--- src/rtl/oled_pkg.sv ---
// Shared types and constants for the SSD1306 frame streamer.
// Optional reverse video is enabled by defining OLED_INVERT_EN.
package oled_pkg;

  localparam int INIT_LEN    = 14;
  localparam int FRAME_BYTES = 1024;

  typedef enum logic [2:0] {
    PANEL_RST,
    PANEL_WAIT,
    INIT_LOAD,
    INIT_SHIFT,
    DATA_ADDR,
    DATA_FETCH,
    DATA_SHIFT
  } oled_state_e;

  // Display off, horizontal addressing, charge pump, remap, full window, on.
  localparam logic [7:0] INIT_ROM [0:INIT_LEN-1] = '{
    8'hAE, 8'h20, 8'h00, 8'h8D, 8'h14, 8'hA1, 8'hC8,
    8'h21, 8'h00, 8'h7F, 8'h22, 8'h00, 8'h07, 8'hAF
  };

endpackage

--- src/rtl/oled_frame_streamer_spi_byte_tx.sv ---
// Mode-0 SPI byte serialiser, MSB first, CLK_DIV clk cycles per half bit.
// Optional reverse video is selected in the parent via OLED_INVERT_EN.
module spi_byte_tx
  import oled_pkg::*;
#(
  parameter int CLK_DIV = 4
) (
  input  logic       clk,
  input  logic       rst_n,
  input  logic       start_i,
  input  logic [7:0] byte_i,
  output logic       sclk_o,
  output logic       sdin_o,
  output logic       done_o
);

  localparam logic [7:0] DIV_MAX = 8'(CLK_DIV - 1);

  logic       busy_q;
  logic       sclk_q;
  logic [7:0] div_q;
  logic [2:0] bit_q;
  logic [7:0] sh_q;
  logic       tick;

  assign tick   = busy_q && (div_q == DIV_MAX);
  assign done_o = tick && sclk_q && (bit_q == 3'd0);
  assign sclk_o = sclk_q;
  assign sdin_o = sh_q[7];

  // Data shifts on the falling edge so sdin never moves while sclk is high.
  always_ff @(posedge clk or negedge rst_n) begin
    if (!rst_n) begin
      busy_q <= 1'b0;
      sclk_q <= 1'b0;
      div_q  <= 8'd0;
      bit_q  <= 3'd0;
      sh_q   <= 8'd0;
    end else if (start_i) begin
      busy_q <= 1'b1;
      sclk_q <= 1'b0;
      div_q  <= 8'd0;
      bit_q  <= 3'd7;
      sh_q   <= byte_i;
    end else if (busy_q) begin
      if (tick) begin
        div_q <= 8'd0;
        if (!sclk_q) begin
          sclk_q <= 1'b1;
        end else begin
          sclk_q <= 1'b0;
          if (bit_q == 3'd0) begin
            busy_q <= 1'b0;
          end else begin
            bit_q <= bit_q - 3'd1;
            sh_q  <= {sh_q[6:0], 1'b0};
          end
        end
      end else begin
        div_q <= div_q + 8'd1;
      end
    end
  end

endmodule

--- src/rtl/oled_frame_streamer.sv ---
// SSD1306 128x64 streamer: panel reset, init ROM, then endless frame sweep.
// Define OLED_INVERT_EN to XOR every data byte with FF (reverse video).
module oled_frame_streamer
  import oled_pkg::*;
#(
  parameter int CLK_DIV      = 4,
  parameter int STARTUP_WAIT = 32
) (
  input  logic       clk,
  input  logic       rst_n,
  output logic [9:0] pixelAddress,
  input  logic [7:0] pixelData,
  output logic       oled_rst_n,
  output logic       oled_cs,
  output logic       oled_dc,
  output logic       oled_sclk,
  output logic       oled_sdin,
  output logic       init_done,
  output logic       frame_done
);

  localparam logic [15:0] WAIT_MAX = 16'(STARTUP_WAIT - 1);
  localparam logic [3:0]  IDX_MAX  = 4'(INIT_LEN - 1);
  localparam logic [9:0]  ADR_MAX  = 10'(FRAME_BYTES - 1);

  oled_state_e state_q, state_d;
  logic [15:0] cnt_q, cnt_d;
  logic [3:0]  idx_q, idx_d;
  logic [9:0]  addr_q, addr_d;
  logic        init_q, init_d;
  logic        fdone_q, fdone_d;
  logic        start;
  logic [7:0]  tx_byte;
  logic [7:0]  data_byte;
  logic        tx_done;

`ifdef OLED_INVERT_EN
  assign data_byte = pixelData ^ 8'hFF;
`else
  assign data_byte = pixelData;
`endif

  spi_byte_tx #(
    .CLK_DIV(CLK_DIV)
  ) u_tx (
    .clk    (clk),
    .rst_n  (rst_n),
    .start_i(start),
    .byte_i (tx_byte),
    .sclk_o (oled_sclk),
    .sdin_o (oled_sdin),
    .done_o (tx_done)
  );

  always_ff @(posedge clk or negedge rst_n) begin
    if (!rst_n) begin
      state_q <= PANEL_RST;
      cnt_q   <= 16'd0;
      idx_q   <= 4'd0;
      addr_q  <= 10'd0;
      init_q  <= 1'b0;
      fdone_q <= 1'b0;
    end else begin
      state_q <= state_d;
      cnt_q   <= cnt_d;
      idx_q   <= idx_d;
      addr_q  <= addr_d;
      init_q  <= init_d;
      fdone_q <= fdone_d;
    end
  end

  always_comb begin
    state_d    = state_q;
    cnt_d      = cnt_q;
    idx_d      = idx_q;
    addr_d     = addr_q;
    init_d     = init_q;
    fdone_d    = 1'b0;
    start      = 1'b0;
    tx_byte    = 8'h00;
    oled_rst_n = 1'b1;
    oled_cs    = 1'b1;
    oled_dc    = 1'b0;
    unique case (state_q)
      PANEL_RST: begin
        oled_rst_n = 1'b0;
        cnt_d      = cnt_q + 16'd1;
        if (cnt_q == WAIT_MAX) begin
          cnt_d   = 16'd0;
          state_d = PANEL_WAIT;
        end
      end
      PANEL_WAIT: begin
        cnt_d = cnt_q + 16'd1;
        if (cnt_q == WAIT_MAX) begin
          cnt_d   = 16'd0;
          state_d = INIT_LOAD;
        end
      end
      INIT_LOAD: begin
        oled_cs = 1'b0;
        start   = 1'b1;
        tx_byte = INIT_ROM[idx_q];
        state_d = INIT_SHIFT;
      end
      INIT_SHIFT: begin
        oled_cs = 1'b0;
        if (tx_done) begin
          if (idx_q == IDX_MAX) begin
            idx_d   = 4'd0;
            init_d  = 1'b1;
            state_d = DATA_ADDR;
          end else begin
            idx_d   = idx_q + 4'd1;
            state_d = INIT_LOAD;
          end
        end
      end
      DATA_ADDR: begin
        oled_dc = 1'b1;
        state_d = DATA_FETCH;
      end
      DATA_FETCH: begin
        oled_dc = 1'b1;
        oled_cs = 1'b0;
        start   = 1'b1;
        tx_byte = data_byte;
        state_d = DATA_SHIFT;
      end
      DATA_SHIFT: begin
        oled_dc = 1'b1;
        oled_cs = 1'b0;
        if (tx_done) begin
          addr_d  = addr_q + 10'd1;
          fdone_d = (addr_q == ADR_MAX);
          state_d = DATA_ADDR;
        end
      end
      default: state_d = PANEL_RST;
    endcase
  end

  assign pixelAddress = addr_q;
  assign init_done    = init_q;
  assign frame_done   = fdone_q;

endmodule

--- config.mk ---
export PLATFORM = sky130hd
export DESIGN_NAME = oled_frame_streamer
export DESIGN_NICKNAME = d
export VERILOG_FILES = /design/src/rtl/oled_pkg.sv /design/src/rtl/oled_frame_streamer_spi_byte_tx.sv /design/src/rtl/oled_frame_streamer.sv
export SDC_FILE = /design/constraint.sdc
export NUM_CORES = 1
export LEC_CHECK = 0
export CORE_ASPECT_RATIO = 1.4
export CORE_MARGIN = 4
export CORE_UTILIZATION = 36
export CTS_BUF_LIST = sky130_fd_sc_hd__clkbuf_4 sky130_fd_sc_hd__clkbuf_8
export DETAILED_ROUTE_END_ITERATION = 8
export PLACE_DENSITY_LB_ADDON = 0.05
export SKIP_LAST_GASP = 1
export SYNTH_ARGS = -nofsm -noshare
export SYNTH_HDL_FRONTEND = slang
export SYNTH_HIERARCHICAL = 1
export SYNTH_SLANG_ARGS = --single-unit
--- constraint.sdc ---
create_clock -name clk -period 2.1 [get_ports clk]
set_input_delay 0.42 -clock clk [delete_from_list [all_inputs] [get_ports clk]]
set_output_delay 0.42 -clock clk [all_outputs]
set_load 0.02 [all_outputs]
## Word level (Yosys, flattened, before mapping)

Memory sizes are Yosys's and may differ from the RTL's.
Cells that the tools add are included.

| storage, ports and cells | value |
|---|---|
| flip-flop bits (word level) | 56 |
| ROM bits | 128 |
| output and inout port bits | 17 |
| word-level logic and storage cells | 91 |
| memories | 1 |

| operators by class | value |
|---|---|
| add/sub/neg operators | 5 |
| order comparisons | 1 |
| equality and inequality tests | 15 |
| mux-type cells | 39 |
| bitwise logic cells | 1 |
| reductions and logical operators | 18 |

Memories:

| name | words | bits a word | rd ports | clocked after memory_dff | write ports | RTL line | text |
|---|---|---|---|---|---|---|---|
| (no name shown) | 16 | 8 | 1 | 0 | 0 | oled_frame_streamer.sv:104 | `tx_byte = INIT_ROM[idx_q];` |

Operators by type and width:

| kind | count |
|---|---|
| two-way mux 8 bit | 10 |
| two-way mux 3 bit | 10 |
| one-hot mux 3 bit (7 select lines) | 1 |
| adder 16 x 1 -> 16 bit (second input constant) | 1 |
| == test 16 x 5 -> 1 bit (second input constant) | 1 |
| two-way mux 16 bit | 1 |
| one-hot mux 8 bit (2 select lines) | 1 |
| two-way mux 1 bit | 15 |
| adder 10 x 1 -> 10 bit (second input constant) | 1 |
| == test 10 bit (second input constant) | 1 |
| != test 2 bit (second input constant) | 5 |
| == test 3 bit (second input constant) | 3 |
| adder 8 x 1 -> 8 bit (second input constant) | 1 |
| == test 8 x 2 -> 1 bit (second input constant) | 1 |
| AND reduction 4 bit | 2 |
| == test 3 x 2 -> 1 bit (second input constant) | 2 |
| logical NOT 3 bit | 2 |
| AND reduction 2 bit | 3 |
| nonzero test 2 bit | 3 |
| greater-or-equal comparator 5 bit (second input constant) | 1 |
| inverter 4 -> 5 bit | 1 |
| adder 4 x 1 -> 4 bit (second input constant) | 1 |
| == test 4 bit (second input constant) | 1 |
| two-way mux 4 bit | 1 |
| other kinds (7) | 10 |

## Logic depth before layout (Yosys ltp)

| logic depth | value |
|---|---|
| depth in word-level cells | 6 |
| gate-level depth with buffers | 11 |

## Modules after synthesis

The synthesis kept the hierarchy.

By module, submodules not included:

| module | instances | cells an instance | area an instance (um2) | sequential area each (um2) |
|---|---|---|---|---|
| oled_frame_streamer | 1 | 201 | 1976.9 | 875.8 |
| spi_byte_tx | 1 | 103 | 1047.3 | 525.5 |

## Least setup slack after synthesis

Ideal clock, no wire load.

| timing path | value |
|---|---|
| path type | flip-flop to flip-flop |
| start | register u_tx.div_q[0] |
| end | register addr_q[7] (netlist: pixelAddress[7]) |
| library setup time | 131 ps |
| data arrival time | 2127 ps |
| required time | 1969 ps |
| path slack | -157 ps |
| stages on the path, launching flop included | 12 |
| path buffers | 3 |
| cell sequence | dfrtp_1 > ha_1 > and4bb_2 > and2_1 > buf_4 > and3_1 > and4b_1 > buf_2 > and3_1 > buf_2 > nand4_1 > xnor2_1 |

| between the ends | value |
|---|---|
| longest elaborated chain between the ends | 5 |

RTL lines:

| item | RTL line | text |
|---|---|---|
| start: declaration | oled_frame_streamer_spi_byte_tx.sv:21 | `logic [7:0] div_q;` |
| start signal: assignment | oled_frame_streamer_spi_byte_tx.sv:60 | `div_q <= div_q + 8'd1;` |
| == test 8 x 2 -> 1 bit | oled_frame_streamer_spi_byte_tx.sv:26 | `assign tick = busy_q && (div_q == DIV_MAX);` |
| logical AND 1 bit | oled_frame_streamer_spi_byte_tx.sv:26 |  |
| logical AND 1 bit (2 in a row) | oled_frame_streamer_spi_byte_tx.sv:27 | `assign done_o = tick && sclk_q && (bit_q == 3'd0);` |
| named net tx_done | oled_frame_streamer.sv:35 | `logic tx_done;` |
| AND reduction 2 bit (no source line) | - |  |
| end signal: assignment | oled_frame_streamer.sv:67 | `addr_q <= addr_d;` |
| end: declaration | oled_frame_streamer.sv:29 | `logic [9:0] addr_q, addr_d;` |

The timed path passes the listed nets, and every way through them passes these cells.
A chain may end at the register's enable or synchronous reset.

## Final worst setup path

| timing path | value |
|---|---|
| start | register u_tx.div_q[1] |
| end | register addr_q[7] (netlist: pixelAddress[7]) |

Same word-level chain as after synthesis.

==> metrics.yaml <==
start_util_pct: 36.9
worstSkewPairLatency_ns: 0.31
port_buffers: 26
rr_worst_depth: 8
rsz0062_at_grt: "yes"
ys_seq_elements: 56
final-hold-violation-count: 0
cts_tree: "built"
synth_area_sq_um: 3020
cp_data_arrival_time_ns: 2.22
drt_pre_antenna_iters: 4
dieArea_sq_um: 9950
finClkSkew_ns: 0.0139
hold_class: "primary input to asynchronous set/reset pin"
fin_crit_sh_pct: 95.7
viasPerCell: 5.02
synth-edff-count: 0
layout_commonest_cell: "dfrtp_1"
drt_iter0_drc: 80
num_vias: 2230
fin_nets: 361
clk_pin_slew_worst_paths_ns: 0.11
dieWidth_um: 85.5
grt_usage_pct: 13.4
cts.htree.levels: 2
startpoint_type: "flop"
cts.sinks: 56
dpl_cell_area_sq_um: 3490
wl_per_cell_um: 13.9
gp_congestion: 0.769
grt_pass1_wl_um: 10900
antenna_cells: 0
drc: 0
worstMarginPinSlew_ns: 0.540
drive_above_1_share_pct: 13.2
areaGrowthSynthToFinish_pct: 18.7
crit_top_cell: "and3_4"
ant_nets: 0
grt_pass1_vias: 2282
final_cell_mix: "56 x dfrtp_1, 38 x nand2_1, 25 x o21ai_0, 22 x xnor2_1, 22 x clkdlybuf4s50_1"
postCtsHoldBufs: 0
cellLeakagePower_nw: 1.60
synth_area_per_cell_sq_um: 9.95
maxCapViolCount: 0
rr_startpoint: "u_tx/div_q[1]$_DFFE_PN0P_"
r2r_end: "pixelAddress[7]$_DFFE_PN0P_"
clk_path_buf_depth: 2
critPathCapture: "pixelAddress[7]$_DFFE_PN0P_"
fin_crit_ns: 2.01
path_class: "flop to flop"
die_y_um: 116
ys_seq_area_share_pct: 46.3
synth_cell_types: 50
fp-row-count: 39
peakVddDrop_uv: 269
crit_required_ns: 2.31
cp_cell_sequence: "ha_2 > and4bb_2 > and2_4 > and3_4 > and4b_1 > and3_4 > nand4_1 > xnor2_1"
clockRootBuffer: "clkbuf_8"
place_hpwl_um: 4560
final_area_sq_um: 3590
rrSetupSlack_ns: 0.09
path_max_fanout: 6
synth_cells: 304
post_cts_buffers: 0
grt_max_degree: 34
synth_flop_cell: "dfrtp_1"
slowest_stage: "dfrtp_1"
swShare_pct: 23.4
powerDensity_nw_per_um2: 488
p_int_mw: 1.34
max_freq_mhz: 498
relSlewSlack_pct: 64.0
slew_violations: 0
p_seq_share_pct: 61.5
setup_viol: 0
overflow: 0
coreArea_sq_um: 8200
clock_power_share_pct: 36.0
status: "completed"
routed_wl_um: 6160
whs_ns: 0.0761
cpPeakStageDelay_ns: 0.37
crit_path_end_kind: "flop"
yosys_warnings: 6
p_comb_share_pct: 2.5
async_flop_share_pct: 100
cts_buffers: 5
ioPinCount: 27
switchingPower_mw: 0.410
crit_start: "u_tx/div_q[1]$_DFFE_PN0P_"
syn_nets: 324
antenna_found_initial: 0
[power groups by stage]
stage | Combinational, mW | Clock [mW] | Sequential, mW
floorplan | 0.000140 | 0 | 1.10
global placement | 0.0460 | 0 | 1.10
detailed placement | 0.0457 | 0 | 1.10
CTS | 0.0462 | 0.664 | 1.08
global route | 0.0500 | 0.701 | 1.08
finish | 0.0433 | 0.631 | 1.08
[sequential cells by signal, indices dropped and copies added, names as in the netlist]
register and flops:
u_tx/sclk_o 1, cnt_q 16, init_done 1, idx_q 4, u_tx/bit_q 3, u_tx/div_q 8, u_tx/sh_q 8, state_q 3
frame_done 1, pixelAddress 10, u_tx/busy_q 1
[cells by family (layout without fill, tap and decap cells)]
logic type | count (synthesis) | after routing | share of synthesized area (%)
xor+xnor | 31 | 31 | 8.98
mux | 10 | 10 | 3.39
fa+ha+maj | 10 | 10 | 4.14
buf+inv | 21 | 59 | 3.39
flops | 56 | 56 | 46.3
compound gates | 47 | 47 | 9.89
simple gates | 129 | 129 | 23.9
[synthesized netlist by cell type (2+ instances only)]
library cell / n / share of area (%)
xor2_1: 9 / 2.6
a211o_1: 2 / 0.58
inv_1: 7 / 0.87
nor3_1: 9 / 1.5
or3_1: 3 / 0.62
and3_1: 7 / 1.4
nor2b_1: 2 / 0.41
xnor2_1: 22 / 6.4
nand4_1: 9 / 1.9
nand3_1: 16 / 2.6
nand2_1: 38 / 4.7
mux2i_1: 8 / 2.6
o21ai_0: 25 / 4.1
a21o_1: 2 / 0.50
dfrtp_1: 56 / 46
and4_1: 5 / 1.4
nand2b_1: 2 / 0.41
mux2_2: 2 / 0.74
or2_2: 3 / 0.62
nor2_1: 17 / 2.1
a21oi_1: 3 / 0.50
buf_6: 2 / 0.74
ha_1: 10 / 4.1
nor4_1: 3 / 0.62
buf_2: 4 / 0.66
a22o_1: 4 / 1.2
nor4_4: 2 / 1.4
and2_1: 3 / 0.62
a32o_1: 3 / 0.99
clkbuf_1: 6 / 0.74
[through the flow]
step	utilization (%)	setup WS [ns]	setup TNS (ns)	instances	power, mW
2_1_floorplan	-	-0.106	-0.410	304	1.10
3_3_place_gp	42.6	0.0565	0	436	1.14
3_5_place_dp	42.6	-0.000799	-0.000799	436	1.14
4_1_cts	43.8	0.0368	0	444	1.79
5_1_grt	43.8	-0.00525	-0.00773	444	1.83
6_report	43.8	0.0907	0	444	1.75
[layer usage]
layer	part of all wire, %	global-route usage (%)	vias up
met4	0.89	3.48	0
met3	1.8	2.19	4
met1	47	17.5	1070
met5	0	0	-
li1	-	-	1139
met2	50	23.1	17
[worst min path at each step]
| stage | cells after the start | from | endpoint | slack [ns] |
|---|---|---|---|---|
| 2_1_floorplan | 0 | rst_n | cnt_q[0]$_DFFE_PN0P_ | 0.12 |
| 3_3_place_gp | 1 | rst_n | u_tx/sh_q[6]$_DFFE_PN0P_ | 0.43 |
| 3_5_place_dp | 1 | rst_n | u_tx/sh_q[7]$_DFFE_PN0P_ | 0.44 |
| 4_1_cts | 1 | rst_n | state_q[0]$_DFFE_PN0P_ | 0.08 |
| 5_1_grt | 1 | rst_n | u_tx/sh_q[7]$_DFFE_PN0P_ | 0.10 |
| 6_report | 1 | rst_n | state_q[0]$_DFFE_PN0P_ | 0.08 |
[cell type report]
type	instances	area (sq um)
Clock inverter	3	27.5
Timing Repair Buffer	44	399
Tap cell	102	128
Fill cell	844	4610
Sequential cell	56	1400
Inverter	7	26.3
Clock buffer	5	68.8
Multi-Input combinational cell	227	1540
[worst max-delay path, delay by kind of cell (launching register included)]
kind	cells	cell delay [ns]
fa+ha+maj	1	0.18
flops	1	0.37
xor+xnor	1	0.14
simple gates	6	1.20
[timing repair]
action | CTS | global route
pin swaps | 0 | 2
setup endpoints to repair | 6 | 3
gates resized for setup | 4 | 1
Note: power is estimated with default switching activity, not from simulation.
